`src/rtl/spi_master_module_if.sv`:
```
// spi_master_module_if: user call/done handshake plus SPI pins for spi_master_module.
interface spi_master_module_if;
    logic       iCall;
    logic [7:0] iData;
    logic [7:0] oData;
    logic       oDone;
    logic       oBusy;
    logic       ncs;
    logic       sck;
    logic       mosi;
    logic       miso;
    modport master (input iCall, iData, miso, output oData, oDone, oBusy, ncs, sck, mosi);
    modport slave (output iCall, iData, miso, input oData, oDone, oBusy, ncs, sck, mosi);
endinterface

```
`src/rtl/spi_master_module.sv`:
```
// spi_master_module: SPI mode-0, 8-bit MSB-first master with a one-cycle call/done handshake.
// Define SPI_MASTER_BURST_EN to chain bytes inside one ncs-low frame.
module spi_master_module #(
    parameter int CLK_DIV = 4
) (
    input logic                 clk,
    input logic                 rst,
    spi_master_module_if.master bus
);
    localparam int DW = $clog2(CLK_DIV + 1);
    typedef enum logic [2:0] {IDLE, SETUP, SHIFT_H, SHIFT_L, HOLD, GAP} state_t;
    state_t        state_q, state_d;
    logic [DW-1:0] div_q, div_d;
    logic [3:0]    cnt_q, cnt_d;
    logic [7:0]    tx_q, tx_d, rx_q, rx_d, data_q, data_d;
    logic          ncs_q, ncs_d, sck_q, sck_d, mosi_q, mosi_d;
    logic          done_q, done_d, busy_q, busy_d;
    logic          div_end, burst;
    assign div_end = div_q == DW'(CLK_DIV - 1);
`ifdef SPI_MASTER_BURST_EN
    assign burst = bus.iCall;
`else
    assign burst = 1'b0;
`endif
    always_comb begin
        state_d = state_q;
        div_d   = div_end ? '0 : div_q + 1'b1;
        cnt_d   = cnt_q;
        tx_d    = tx_q;
        rx_d    = rx_q;
        data_d  = data_q;
        ncs_d   = ncs_q;
        sck_d   = sck_q;
        mosi_d  = mosi_q;
        done_d  = 1'b0;
        busy_d  = busy_q;
        case (state_q)
            IDLE: begin
                div_d = '0;
                if (bus.iCall) begin
                    tx_d    = bus.iData;
                    mosi_d  = bus.iData[7];
                    ncs_d   = 1'b0;
                    busy_d  = 1'b1;
                    cnt_d   = '0;
                    state_d = SETUP;
                end
            end
            SETUP: if (div_end) begin
                sck_d   = 1'b1;
                rx_d    = {rx_q[6:0], bus.miso};
                state_d = SHIFT_H;
            end
            SHIFT_H: if (div_end) begin
                sck_d   = 1'b0;
                cnt_d   = cnt_q + 4'd1;
                state_d = SHIFT_L;
                if (cnt_q != 4'd7) begin
                    tx_d   = {tx_q[6:0], 1'b0};
                    mosi_d = tx_q[6];
                end
            end
            // the eighth low phase is a full half-period before HOLD starts
            SHIFT_L: if (div_end) begin
                if (cnt_q == 4'd8) state_d = HOLD;
                else begin
                    sck_d   = 1'b1;
                    rx_d    = {rx_q[6:0], bus.miso};
                    state_d = SHIFT_H;
                end
            end
            HOLD: if (div_end) begin
                done_d = 1'b1;
                data_d = rx_q;
                if (burst) begin
                    tx_d    = bus.iData;
                    mosi_d  = bus.iData[7];
                    cnt_d   = '0;
                    state_d = SETUP;
                end else begin
                    ncs_d   = 1'b1;
                    mosi_d  = 1'b0;
                    state_d = GAP;
                end
            end
            GAP: if (div_end) begin
                busy_d  = 1'b0;
                state_d = IDLE;
            end
            default: state_d = IDLE;
        endcase
    end
    always_ff @(posedge clk or posedge rst) begin
        if (rst) begin
            state_q <= IDLE;
            div_q   <= '0;
            cnt_q   <= '0;
            tx_q    <= '0;
            rx_q    <= '0;
            data_q  <= '0;
            ncs_q   <= 1'b1;
            sck_q   <= 1'b0;
            mosi_q  <= 1'b0;
            done_q  <= 1'b0;
            busy_q  <= 1'b0;
        end else begin
            state_q <= state_d;
            div_q   <= div_d;
            cnt_q   <= cnt_d;
            tx_q    <= tx_d;
            rx_q    <= rx_d;
            data_q  <= data_d;
            ncs_q   <= ncs_d;
            sck_q   <= sck_d;
            mosi_q  <= mosi_d;
            done_q  <= done_d;
            busy_q  <= busy_d;
        end
    end
    assign bus.oData = data_q;
    assign bus.oDone = done_q;
    assign bus.oBusy = busy_q;
    assign bus.ncs   = ncs_q;
    assign bus.sck   = sck_q;
    assign bus.mosi  = mosi_q;
endmodule

```
`src/flat_wrapper.sv`:
```
// flat-port wrapper written by rule: the top's interface ports become plain ports
module spi_master_module_flat 
#(
    parameter int CLK_DIV = 4
)
  (clk, rst, bus_iCall, bus_iData, bus_miso, bus_oData, bus_oDone, bus_oBusy, bus_ncs, bus_sck, bus_mosi);
  spi_master_module_if bus_i ();
  input logic clk;
  input logic rst;
  input wire logic [$bits(bus_i.iCall)-1:0] bus_iCall;
  input wire logic [$bits(bus_i.iData)-1:0] bus_iData;
  input wire logic [$bits(bus_i.miso)-1:0] bus_miso;
  output wire logic [$bits(bus_i.oData)-1:0] bus_oData;
  output wire logic [$bits(bus_i.oDone)-1:0] bus_oDone;
  output wire logic [$bits(bus_i.oBusy)-1:0] bus_oBusy;
  output wire logic [$bits(bus_i.ncs)-1:0] bus_ncs;
  output wire logic [$bits(bus_i.sck)-1:0] bus_sck;
  output wire logic [$bits(bus_i.mosi)-1:0] bus_mosi;
  assign bus_i.iCall = bus_iCall;
  assign bus_i.iData = bus_iData;
  assign bus_i.miso = bus_miso;
  assign bus_oData = bus_i.oData;
  assign bus_oDone = bus_i.oDone;
  assign bus_oBusy = bus_i.oBusy;
  assign bus_ncs = bus_i.ncs;
  assign bus_sck = bus_i.sck;
  assign bus_mosi = bus_i.mosi;
  spi_master_module #(.CLK_DIV(CLK_DIV)) u_core (.clk(clk), .rst(rst), .bus(bus_i));
endmodule
```
`config.mk`:
```
export PLATFORM = sky130hd
export DESIGN_NAME = spi_master_module_flat
export DESIGN_NICKNAME = d
export VERILOG_FILES = /design/src/rtl/spi_master_module_if.sv /design/src/rtl/spi_master_module.sv /design/src/flat_wrapper.sv
export SDC_FILE = /design/constraint.sdc
export NUM_CORES = 1
export LEC_CHECK = 0
export BUFFER_PORTS_ARGS = -buffer_cell sky130_fd_sc_hd__buf_2
export CAP_MARGIN = 15
export CORE_UTILIZATION = 56
export CTS_CLUSTER_DIAMETER = 60
export DETAILED_ROUTE_END_ITERATION = 10
export GPL_TIMING_DRIVEN = 0
export HOLD_SLACK_MARGIN = 0.1
export PLACE_DENSITY_LB_ADDON = 0.1
export SYNTH_ARGS = -nofsm -noshare
export SYNTH_HDL_FRONTEND = slang
export SYNTH_SLANG_ARGS = --single-unit
```
`constraint.sdc`:
```
create_clock -name clk -period 2.3 [get_ports clk]
set_input_delay 0.345 -clock clk [delete_from_list [all_inputs] [get_ports clk]]
set_output_delay 0.345 -clock clk [all_outputs]
set_load 0.01 [all_outputs]
```
* Yosys cells after proc, flatten, opt, wreduce, memory -nomap -nowiden *
Index checks and enable logic that the tools add are counted.

cells by class
  reductions and logical operators = 16
  equal/unequal tests = 16
  add/subtract/negate cells = 2
  muxes and demuxes = 36

operator list
  kind                                                                      count
  3-bit 2-to-1 mux                                                          9
  8-bit 2-to-1 mux                                                          3
  7-bit 2-to-1 mux                                                          3
  3-bit one-hot mux with 6 select lines                                     1
  8-bit one-hot mux with 2 select lines                                     1
  7-bit one-hot mux with 2 select lines                                     1
  2-bit by 1-bit inequality test with 1-bit output (second input constant)  6
  1-bit 2-to-1 mux                                                          11
  5-bit AND reduction                                                       2
  3-bit by 2-bit == test with 1-bit output (second input constant)          3
  3-bit AND reduction                                                       3
  4-bit 2-to-1 mux                                                          2
  4-bit one-hot mux with 2 select lines                                     1
  4-bit AND reduction                                                       2
  2-bit nonzero test                                                        4
  3-bit == test (second input constant)                                     2
  1-bit one-hot mux with 3 select lines                                     2
  6-bit AND reduction                                                       1
  3-bit nonzero test                                                        2
  4-bit by 1-bit adder with 4-bit output (second input constant)            1
  4-bit == test (second input constant)                                     1
  2-bit inequality test (second input constant)                             2
  4-bit by 3-bit inequality test with 1-bit output (second input constant)  1
  1-bit one-hot mux with 2 select lines                                     2
  other kinds (4)                                                           4

word-level totals
  input bits = 12
  output and inout bits = 13
  register bits after elaboration = 38

* Depth between registers and ports, before layout *
Gate-level depths: netlist of run 1.

  depth in word-level cells = 4
  mapped depth = 6
  gate-level depth less buffers = 5

* Worst setup path after synthesis of run 1 *
Ideal clock, no wire load.

  path kind = reg-to-reg
  start point = register u_core.div_q[0]
  end point = register u_core.rx_q[0]
  stages on the path, launching flop included = 7
  path slack = 0.692 ns
  data arrival time = 1.484 ns
  buffers on the path = 1
  path through = dfrtp_1 > ha_1 > nor2b_2 > buf_6 > nand2_4 > nor3_4 > mux2_2

on the way
  word-level cells in the longest chain between the ends = 3
  elaborated cells on any way between the ends = 4

ends and longest elaborated chain
  what                                                               RTL line                  source
  start: declaration                                                 spi_master_module.sv:13   logic [DW-1:0] div_q, div_d;
  start signal: assignment                                           spi_master_module.sv:108  div_q <= div_d;
  3-bit by 2-bit == test with 1-bit output *                         spi_master_module.sv:19   assign div_end = div_q == DW'(CLK_DIV - 1);
  2-bit by 1-bit inequality test with 1-bit output (no source line)  -
  4-bit AND reduction (no source line) *                             -
  end signal: assignment                                             spi_master_module.sv:111  rx_q <= rx_d;
  end: declaration                                                   spi_master_module.sv:15   logic [7:0] tx_q, tx_d, rx_q, rx_d, data_q, data_d;

Every way passes the cells marked *; elsewhere a longest branch is shown, timed or not.
A chain may end at the register's enable or synchronous reset.

* Worst setup path after layout of run 1 *
  start point = register u_core.div_q[0]
  end point = register u_core.rx_q[7]

Same word-level chain as after synthesis.

==> impl_metrics.toml, run 1 <==
[synthesis]
yosysTopAreaCell = "dfrtp_1"
synth.avg_cell_area_um2 = 12.5
synth-seq-area-share_pct = 54.0
yosys_most_used_dff = "dfrtp_1"
synth-seq-cells = 38
synthCells = 141
syn_nets = 156
synth_cell_types = 44
ys_warn_count = 0
synth_area_leaders = "dfrtp_1, mux2_2, o21a_1"
synthArstFlopShare_pct = 100
synth_edf_count = 0
synth_top_area_share_pct = 52.5
netlist_area_mm2 = 0.00176

[job]
maxCapViolCount = 0

[worst_setup_path]
start_kind = "flop"
critPathKind = "flop to flop"
max_stage_delay_ns = 0.39
required_ns = 2.54
crit_fanout = 9
crit_family = "simple AND/OR/NAND/NOR gates"
crit_buf_inv = 1
crit_path_top_delay_cell = "mux2_2"
rrSetupSlack_ns = 0.50
arrival_ns = 2.05
cp-end-kind = "flop"
crit_chain = "ha_1 > nor2b_2 > buf_6 > nand2_4 > nor3_4 > mux2_2"

[placed_design]
dp_hpwl_um = 2170
place.port_buffers = 24
routabilityCongestion = 0.763

[routing]
drc = 0
drt_iter0_drc = 58
first_pass_iters = 4
ant_nets = 0
wire_per_inst_um = 14.9
vias = 1233
totalWireLength_um = 3220
avgViaCountPerCell = 5.71

[clocking]
cts-root-buf = "clkbuf_4"
htree_num_levels = 2
cts_buffers = 5
clock_sinks = 38
clk_pin_slew_worst_paths_ns = 0.11
clkLatencyLatePin_ns = 0.35
tritoncts = "built"
cts_buffer_depth = 2

[cells_and_area]
final.fill_count = 237
final_nets = 189
drive_gt1_share_pct = 38.5
antenna_cells = 0
area_growth_pct = 16.5

[sta]
maxSlewViolCount = 0
setup_viol = 0
finalCritPeriodShare_pct = 78.4
rsz0062_at_grt = "false"
tns_ns = 0
hold_ws_ns = 0.214
maxSlewHeadroom_pct = 58.3
finalHoldViolations = 0
skew_ns = 0.00835
fin_crit_ns = 1.80
max_freq_mhz = 554
max_slew.worst_pin.slew_ns = 0.625

[floorplan]
dieArea_mm2 = 0.00338
start_util_pct = 61.3
die-height_um = 58.1
rows = 19
core-area_mm2 = 0.00288
ios = 25
die-width_um = 58.1

[pwr]
power.density_mw_per_mm2 = 1030
p_leak_nw = 0.967
ir_drop_v = 0.000593

[outcome]
status = "complete, no violations"

[grt]
grt_pass1_wl_um = 5480
track_usage_pct = 22.4
grt_pass1_vias = 1198
gr-total-overflow = 0
grt_max_degree = 26
antenna_found_initial = 0

[hold_path]
hp-class = "primary input to flop"
## stage by stage
| step | area, µm² | cells | utilization, % | worst slack [ns] | power, W |
|---|---|---|---|---|---|
| after floorplan | 1760 | 141 | - | 0.692 | 0.00149 |
| after global placement | 1940 | 207 | 67.3 | 0.542 | 0.00160 |
| after detailed placement | 1960 | 208 | 68.2 | 0.514 | 0.00166 |
| after CTS | 2050 | 216 | 71.4 | 0.502 | 0.00213 |
| after global routing | 2050 | 216 | 71.4 | 0.385 | 0.00224 |
| final | 2050 | 216 | 71.4 | 0.496 | 0.00212 |
## final cells by class
type | count | area (µm²) | share of cell area (%)
plain buffers | 5 | 36.3 | 1.77
clock buffers | 6 | 51.3 | 2.50
clock inverters | 1 | 30.0 | 1.46
inverters | 6 | 22.5 | 1.10
multi-input cells | 92 | 752 | 36.6
flip-flops and latches | 38 | 952 | 46.3
well taps | 42 | 52.6 | 2.56
repair buffers | 26 | 158 | 7.67
## cell usage after synthesis, types with 2 or more instances
| library cell | instances |
|---|---|
| o21a_1 | 9 |
| mux2_2 | 18 |
| buf_4 | 2 |
| dfrtp_1 | 37 |
| nor3_1 | 5 |
| nand3_1 | 2 |
| nand2_1 | 3 |
| buf_2 | 2 |
| ha_1 | 3 |
| o21ai_0 | 5 |
| nor3_2 | 2 |
| nor2_1 | 5 |
| nand2b_1 | 3 |
| o22a_1 | 6 |
| a21oi_1 | 4 |
| inv_1 | 6 |
| nand3b_1 | 2 |
## where the power goes
group          leakage, nW  internal [W]  switching (W)
clock network       0.0443      0.000253       0.000211
registers            0.460      0.000841       0.000122
logic                0.462      0.000351       0.000336
## placed cells by master (no fill, tap or decap), types with 2 or more instances in the layout
master,netlist,layout
nor2_1,5,5
inv_1,6,6
ha_1,3,3
nand2_1,3,3
o21ai_0,5,5
o22a_1,6,6
mux2_2,18,18
nor3_2,2,2
o21a_1,9,9
buf_2,2,26
buf_4,2,2
nand3b_1,2,2
dfrtp_1,37,37
nand2b_1,3,3
nand3_1,2,2
clkbuf_4,0,5
nor3_1,5,5
a21oi_1,4,4
## path summary, 6_finish.rpt
kind | from | to | depth (start not counted)
worst max-delay path | u_core.div_q[0] | u_core.rx_q[7] | 6
max in group asynchronous | rst | u_core.bus.ncs | 4
worst max register to register | u_core.div_q[0] | u_core.rx_q[7] | 6
worst min-delay path | bus_miso | u_core.rx_q[0] | 2
worst min register to register | u_core.div_q[0] | u_core.div_q[0] | 1
min in group asynchronous | rst | u_core.div_q[2] | 3
## flip-flops by register name, indices dropped and copies added, names as in the netlist
name	flops
u_core.bus.mosi	1
u_core.bus.ncs	1
u_core.bus.oBusy	1
u_core.bus.oData	8
u_core.bus.oDone	1
u_core.bus.sck	1
u_core.cnt_q	4
u_core.div_q	3
u_core.rx_q	8
u_core.state_q	3
u_core.tx_q	7
## what timing repair did
item                                   in CTS  in global routing
endpoints found under the hold margin      13                  0
gates resized for setup                     0                  0
setup endpoints to repair                   0                  0
hold buffers                                1                  0
buffers inserted                            0                  0
## layer usage
metal  track usage [%]  wire length, µm
met1              28.4             1440
met2              34.8             1540
met3              5.13              145
met4              13.9               94
met5                 0                0
## logic make-up after synthesis
family,after synthesis,share of synthesized area [%]
AND/OR/NAND/NOR,37,14.1
flip-flops,38,54.0
XOR/XNOR,1,0.497
multiplexers,19,12.3
AO/OA/AOI/OAI,32,13.6
buffers and inverters,11,3.34
adder cells (fa/ha/maj),3,2.13
Note: power is estimated with default switching activity, not from simulation.
==> run 2, diff against run 1 <==
==> constraint.sdc (replaced) <==
create_clock -name clk -period 1.8 [get_ports clk]
set_input_delay 0.27 -clock clk [delete_from_list [all_inputs] [get_ports clk]]
set_output_delay 0.27 -clock clk [all_outputs]
set_load 0.01 [all_outputs]
==> impl_metrics.toml, run 2 (synthesis gave the netlist of run 1 again) <==
[hold_path]
worstHoldStart = "bus_miso"
min_to = "u_core.rx_q[0]"
min_path_cells = 2
hp-class = "primary input to flop"

[worst_setup_path]
arrival_ns = 1.97
worstReg2RegEnd = "u_core.rx_q[7]"
timing.rr.start = "u_core.div_q[0]"
cp-end-kind = "flop"
start_kind = "flop"
critPathKind = "flop to flop"
rrSetupSlack_ns = 0.07
required_ns = 2.04
crit_fanout = 9
r2r_cells = 7

[outcome]
status = "complete, no violations"

[sta]
finalHoldViolations = 0
finalCritPeriodShare_pct = 95.8
maxSlewHeadroom_pct = 58.4
skew_ns = 0.00833
tns_ns = 0
max_slew.worst_pin.slew_ns = 0.623
rsz0062_at_grt = "false"
fin_crit_ns = 1.73
max_freq_mhz = 580
maxSlewViolCount = 0
setup_viol = 0

[routing]
ant_nets = 0
first_pass_iters = 4
avgViaCountPerCell = 5.57
wire_per_inst_um = 14.6
vias = 1214
totalWireLength_um = 3190
drt_iter0_drc = 49
drc = 0

[cells_and_area]
antenna_cells = 0
final_common_cell = "dfrtp_1"
area_growth_pct = 18.2
final_nets = 191
finalNonFillerCells = 218
layout_common_cells = "dfrtp_1, buf_2, mux2_2"
drive_gt1_share_pct = 39.8

[pwr]
ir_drop_v = 0.000759
power.density_mw_per_mm2 = 1320
p_leak_nw = 0.978

[grt]
grt_pass1_vias = 1198
track_usage_pct = 22.4
grt_pass1_wl_um = 5480
antenna_found_initial = 0
gr-total-overflow = 0
grt_max_degree = 26

[clocking]
clkLatencyLatePin_ns = 0.35
cts-root-buf = "clkbuf_4"
clk_pin_slew_worst_paths_ns = 0.11
htree_num_levels = 2
cts_buffer_depth = 2
tritoncts = "built"
cts_buffers = 5
clock_sinks = 38

[job]
maxCapViolCount = 0

[placed_design]
place.port_buffers = 24
dp_hpwl_um = 2170
place_inst = 208
routabilityCongestion = 0.763

[floorplan]
rows = 19
core-area_mm2 = 0.00288
start_util_pct = 61.3
dieArea_mm2 = 0.00338
ios = 25
die-width_um = 58.1
die-height_um = 58.1
run 2: cell count changes in the layout (fill, tap and decap cells not counted):
cell	before	now
buf_12	0	1
buf_4	2	3
ha_1	3	2
ha_2	0	1
run 2: worst max-delay path by stage:
stage / from / to / slack, ns / cells past startpoint
3_3_place_gp: u_core.div_q[0] / u_core.rx_q[2] / 0.04 / 6
4_1_cts: u_core.div_q[0] / u_core.rx_q[7] / 0.002 / 6
6_report: u_core.div_q[0] / u_core.rx_q[7] / 0.07 / 7
3_5_place_dp: u_core.div_q[0] / u_core.rx_q[7] / 0.01 / 6
5_1_grt: u_core.div_q[0] / u_core.rx_q[7] / 0.001 / 7
2_1_floorplan: u_core.div_q[0] / u_core.rx_q[0] / 0.19 / 6
run 2: metrics by stage:
step | setup slack (ns) | total power (W) | instance area (µm²) | hold slack [ns] | util [%]
after floorplan | 0.192 | 0.00190 | 1760 | 0.408 | -
after global placement | 0.0416 | 0.00205 | 1940 | 0.431 | 67.3
after detailed placement | 0.0139 | 0.00212 | 1960 | 0.366 | 68.2
after CTS | 0.00175 | 0.00273 | 2050 | 0.129 | 71.4
after global routing | 0.00103 | 0.00292 | 2080 | 0.139 | 72.5
final | 0.0750 | 0.00276 | 2080 | 0.139 | 72.5
run 2: area by class of cell:
type / instances / area [µm²]
plain buffers: 5 / 36.3
clock buffers: 6 / 51.3
clock inverters: 1 / 30.0
fillers: 232 / 792
inverters: 6 / 22.5
multi-input cells: 92 / 754
flip-flops and latches: 38 / 952
well taps: 42 / 52.6
repair buffers: 28 / 185
run 2: critical path, cell delays in order, from the launching register on:
cell     delay [ns]
dfrtp_1        0.36
ha_2           0.19
nor2b_2        0.14
buf_6          0.16
nand2_4        0.07
nor3_4         0.21
buf_12         0.15
mux2_2         0.33
run 2: layer usage:
layer | vias up | routed length [µm] | track usage (%)
li1 | 577 | - | -
met1 | 597 | 1450 | 28.4
met2 | 29 | 1550 | 34.8
met3 | 11 | 104 | 5.13
met4 | 0 | 94 | 13.9
met5 | - | 0 | 0
run 2: timing repair:
action,CTS,global route
endpoints found under the setup margin,0,8
setup buffers,0,2
gates resized for setup,0,1
hold buffers,1,0
hold endpoints to repair,13,0
run 2: power breakdown:
group / switching, W / leakage [nW] / internal, W
clock network: 0.000271 / 0.0443 / 0.000323
logic: 0.000440 / 0.474 / 0.000494
registers: 0.000155 / 0.460 / 0.00107
==> run 3, diff against run 2 <==
--- a/config.mk
+++ b/config.mk
@@ -5,6 +5,7 @@
 export SDC_FILE = /design/constraint.sdc
 export NUM_CORES = 1
 export LEC_CHECK = 0
+export ABC_AREA = 1
 export BUFFER_PORTS_ARGS = -buffer_cell sky130_fd_sc_hd__buf_2
 export CAP_MARGIN = 15
 export CORE_UTILIZATION = 56
==> impl_metrics.toml, run 3 <==
[outcome]
status = "complete, no violations"

[synthesis]
yosysTopAreaCell = "dfrtp_1"
synth_xor_area_share_pct = 0.462
synth_area_leaders = "dfrtp_1, nand2_1, nand3_1"
synthArstFlopShare_pct = 100
ys_top_cells_by_count = "nand2_1, dfrtp_1, inv_1"
syn_nets = 237
netlist_area_mm2 = 0.00190
synth_adder_area_share_pct = 1.98
yosys_most_used_dff = "dfrtp_1"
synth-compound-area-share_pct = 7.72
synth.avg_cell_area_um2 = 8.54
synth_cell_types = 26
ys_warn_count = 0
synth-seq-area-share_pct = 50.2
synthCells = 222
synth-seq-cells = 38
synthMuxAreaShare_pct = 0
synth_edf_count = 0
synthMostInstantiatedCell = "nand2_1"
synth_top_family_by_area = "simple AND/OR/NAND/NOR gates"
synth-simple-area-share_pct = 31.8
synth_top_area_share_pct = 48.8

[worst_setup_path]
cp-end-kind = "flop"
start_kind = "flop"
max_stage_delay_ns = 0.37
required_ns = 2.04
cp-startpoint = "u_core.div_q[0]"
crit_chain = "ha_1 > nand2_4 > inv_1 > nand2_1 > nand2_2 > nand2_4 > nand2_1 > o21ai_1"
timing.rr.start = "u_core.div_q[0]"
crit_fanout = 9
arrival_ns = 1.72
crit_path_top_delay_cell = "dfrtp_1"
rrSetupSlack_ns = 0.32
critPathKind = "flop to flop"
worstReg2RegEnd = "u_core.tx_q[0]"
r2r_cells = 8

[clocking]
cts_buffer_depth = 2
cts-root-buf = "clkbuf_4"
cts_buffers = 5
clkLatencyLatePin_ns = 0.35
htree_num_levels = 2
tritoncts = "built"
clk_pin_slew_worst_paths_ns = 0.11
clock_sinks = 38

[grt]
grt_pass1_vias = 1328
antenna_found_initial = 0
grt_max_degree = 39
track_usage_pct = 21.7
gr-total-overflow = 0
grt_pass1_wl_um = 5730

[pwr]
pwr-share-clk_pct = 20.2
seqPwrFrac_pct = 39.8
ir_drop_v = 0.00100
comb_power_share_pct = 40.0
p_int_w = 0.00181
switching_share_pct = 38.6
power.density_mw_per_mm2 = 1370
p_leak_nw = 1.15
p_switching_w = 0.00114

[cells_and_area]
multiInputGateArea_um2 = 796
layout_common_cells = "nand2_1, dfrtp_1, buf_2"
antenna_cells = 0
final.fill_count = 274
area_growth_pct = 14.1
finalNonFillerCells = 298
final_common_cell = "nand2_1"
ff_latch_area_um2 = 952
final_nets = 269
drive_gt1_share_pct = 24.0

[sta]
tns_ns = 0
finalHoldViolations = 0
setup_viol = 0
fin_crit_ns = 1.48
skew_ns = 0.00366
timing.final.ws_setup_ns = 0.320
max_freq_mhz = 676
max_slew.worst_pin.slew_ns = 0.760
rsz0062_at_grt = "false"
maxSlewHeadroom_pct = 49.3
maxSlewViolCount = 0
finalCritPeriodShare_pct = 82.2

[hold_path]
hp-class = "primary input to flop"
min_path_cells = 3
min_to = "u_core.rx_q[0]"
worstHoldStart = "bus_miso"

[placed_design]
dp_worst_setup_slack_ns = 0.337
place.port_buffers = 24
place_inst = 290
routabilityCongestion = 0.870
dp_hpwl_um = 2320

[floorplan]
die-height_um = 60.2
core-area_mm2 = 0.00313
rows = 20
start_util_pct = 60.6
dieArea_mm2 = 0.00362
ios = 25
die-width_um = 60.2

[routing]
totalWireLength_um = 3310
top_layer = "met4"
first_pass_iters = 4
vias = 1440
ant_nets = 0
drt_iter0_drc = 60
wire_per_inst_um = 11.1
met1Wirelength_um = 1660
route.met2.wl_um = 1470
avgViaCountPerCell = 4.83
routed-wl-met3_um = 130
drc = 0

[job]
maxCapViolCount = 0
## run 3: changes by cell type after synthesis, moves of 9 or more
cell	change
o21ai_0	+10
nand2_1	+81
mux2_2	-18
o21a_1	-9
nand3_1	+15
inv_1	+13
## run 3: worst max-delay path: cells and delay by family (launching register included)
family / cells / cell delay (ns)
and+or+nand+nor: 5 / 0.56
buffers and inverters: 1 / 0.18
AOI/OAI and AO/OA: 1 / 0.05
adders and majority gates: 1 / 0.21
DFF: 1 / 0.37
## run 3: how the worst max path moves through the flow
stage | to | slack, ns
5_1_grt | u_core.tx_q[5] | 0.18
6_report | u_core.tx_q[0] | 0.32
2_1_floorplan | u_core.tx_q[0] | 0.51
3_3_place_gp | u_core.div_q[1] | 0.19
4_1_cts | u_core.tx_q[0] | 0.31
3_5_place_dp | u_core.tx_q[0] | 0.34
## run 3: timing repair
action                                 in CTS  in global routing
endpoints found under the hold margin      37                  0
hold buffers                                1                  0
buffers inserted                            0                  0
resized for setup                           0                  0
## run 3: power groups by stage
stage	logic (W)	clock network (W)	registers [W]
after floorplan	0.000930	0	0.00120
after global placement	0.00117	0	0.00119
after detailed placement	0.00118	0	0.00119
after CTS	0.00119	0.000612	0.00118
after global routing	0.00134	0.000645	0.00120
final	0.00118	0.000598	0.00118
## run 3: stage by stage
step           hold slack, ns  area (µm²)  util [%]  power (W)
3_3_place_gp            0.440        2070      66.2    0.00236
5_1_grt                 0.169        2160      69.1    0.00319
2_1_floorplan           0.414        1900         -    0.00213
4_1_cts                 0.162        2160      69.1    0.00298
6_report                0.170        2160      69.1    0.00295
3_5_place_dp            0.441        2070      66.2    0.00238
## run 3: logic make-up (layout without fill, tap and decap cells)
group           after synthesis  after routing
simple gates                128            128
flops                        38             38
buf+inv                      28             60
compound gates               24             24
fa+ha+maj                     3              3
xor+xnor                      1              1
## run 3: cell type report
| cell class | count | share of cell area (%) |
|---|---|---|
| sequential | 38 | 44.0 |
| multi-input combinational | 156 | 36.8 |
| timing repair buffer | 25 | 6.02 |
| inverter | 22 | 4.17 |
| buffer | 6 | 2.66 |
| tap | 44 | 2.55 |
| clock buffer | 6 | 2.37 |
| clock inverter | 1 | 1.39 |
## run 3: layer usage
layer | track usage (%) | vias to the layer above
met3 | 6.49 | 6
met4 | 6.98 | 0
li1 | - | 760
met5 | 0 | -
met1 | 27.7 | 650
met2 | 35.0 | 24
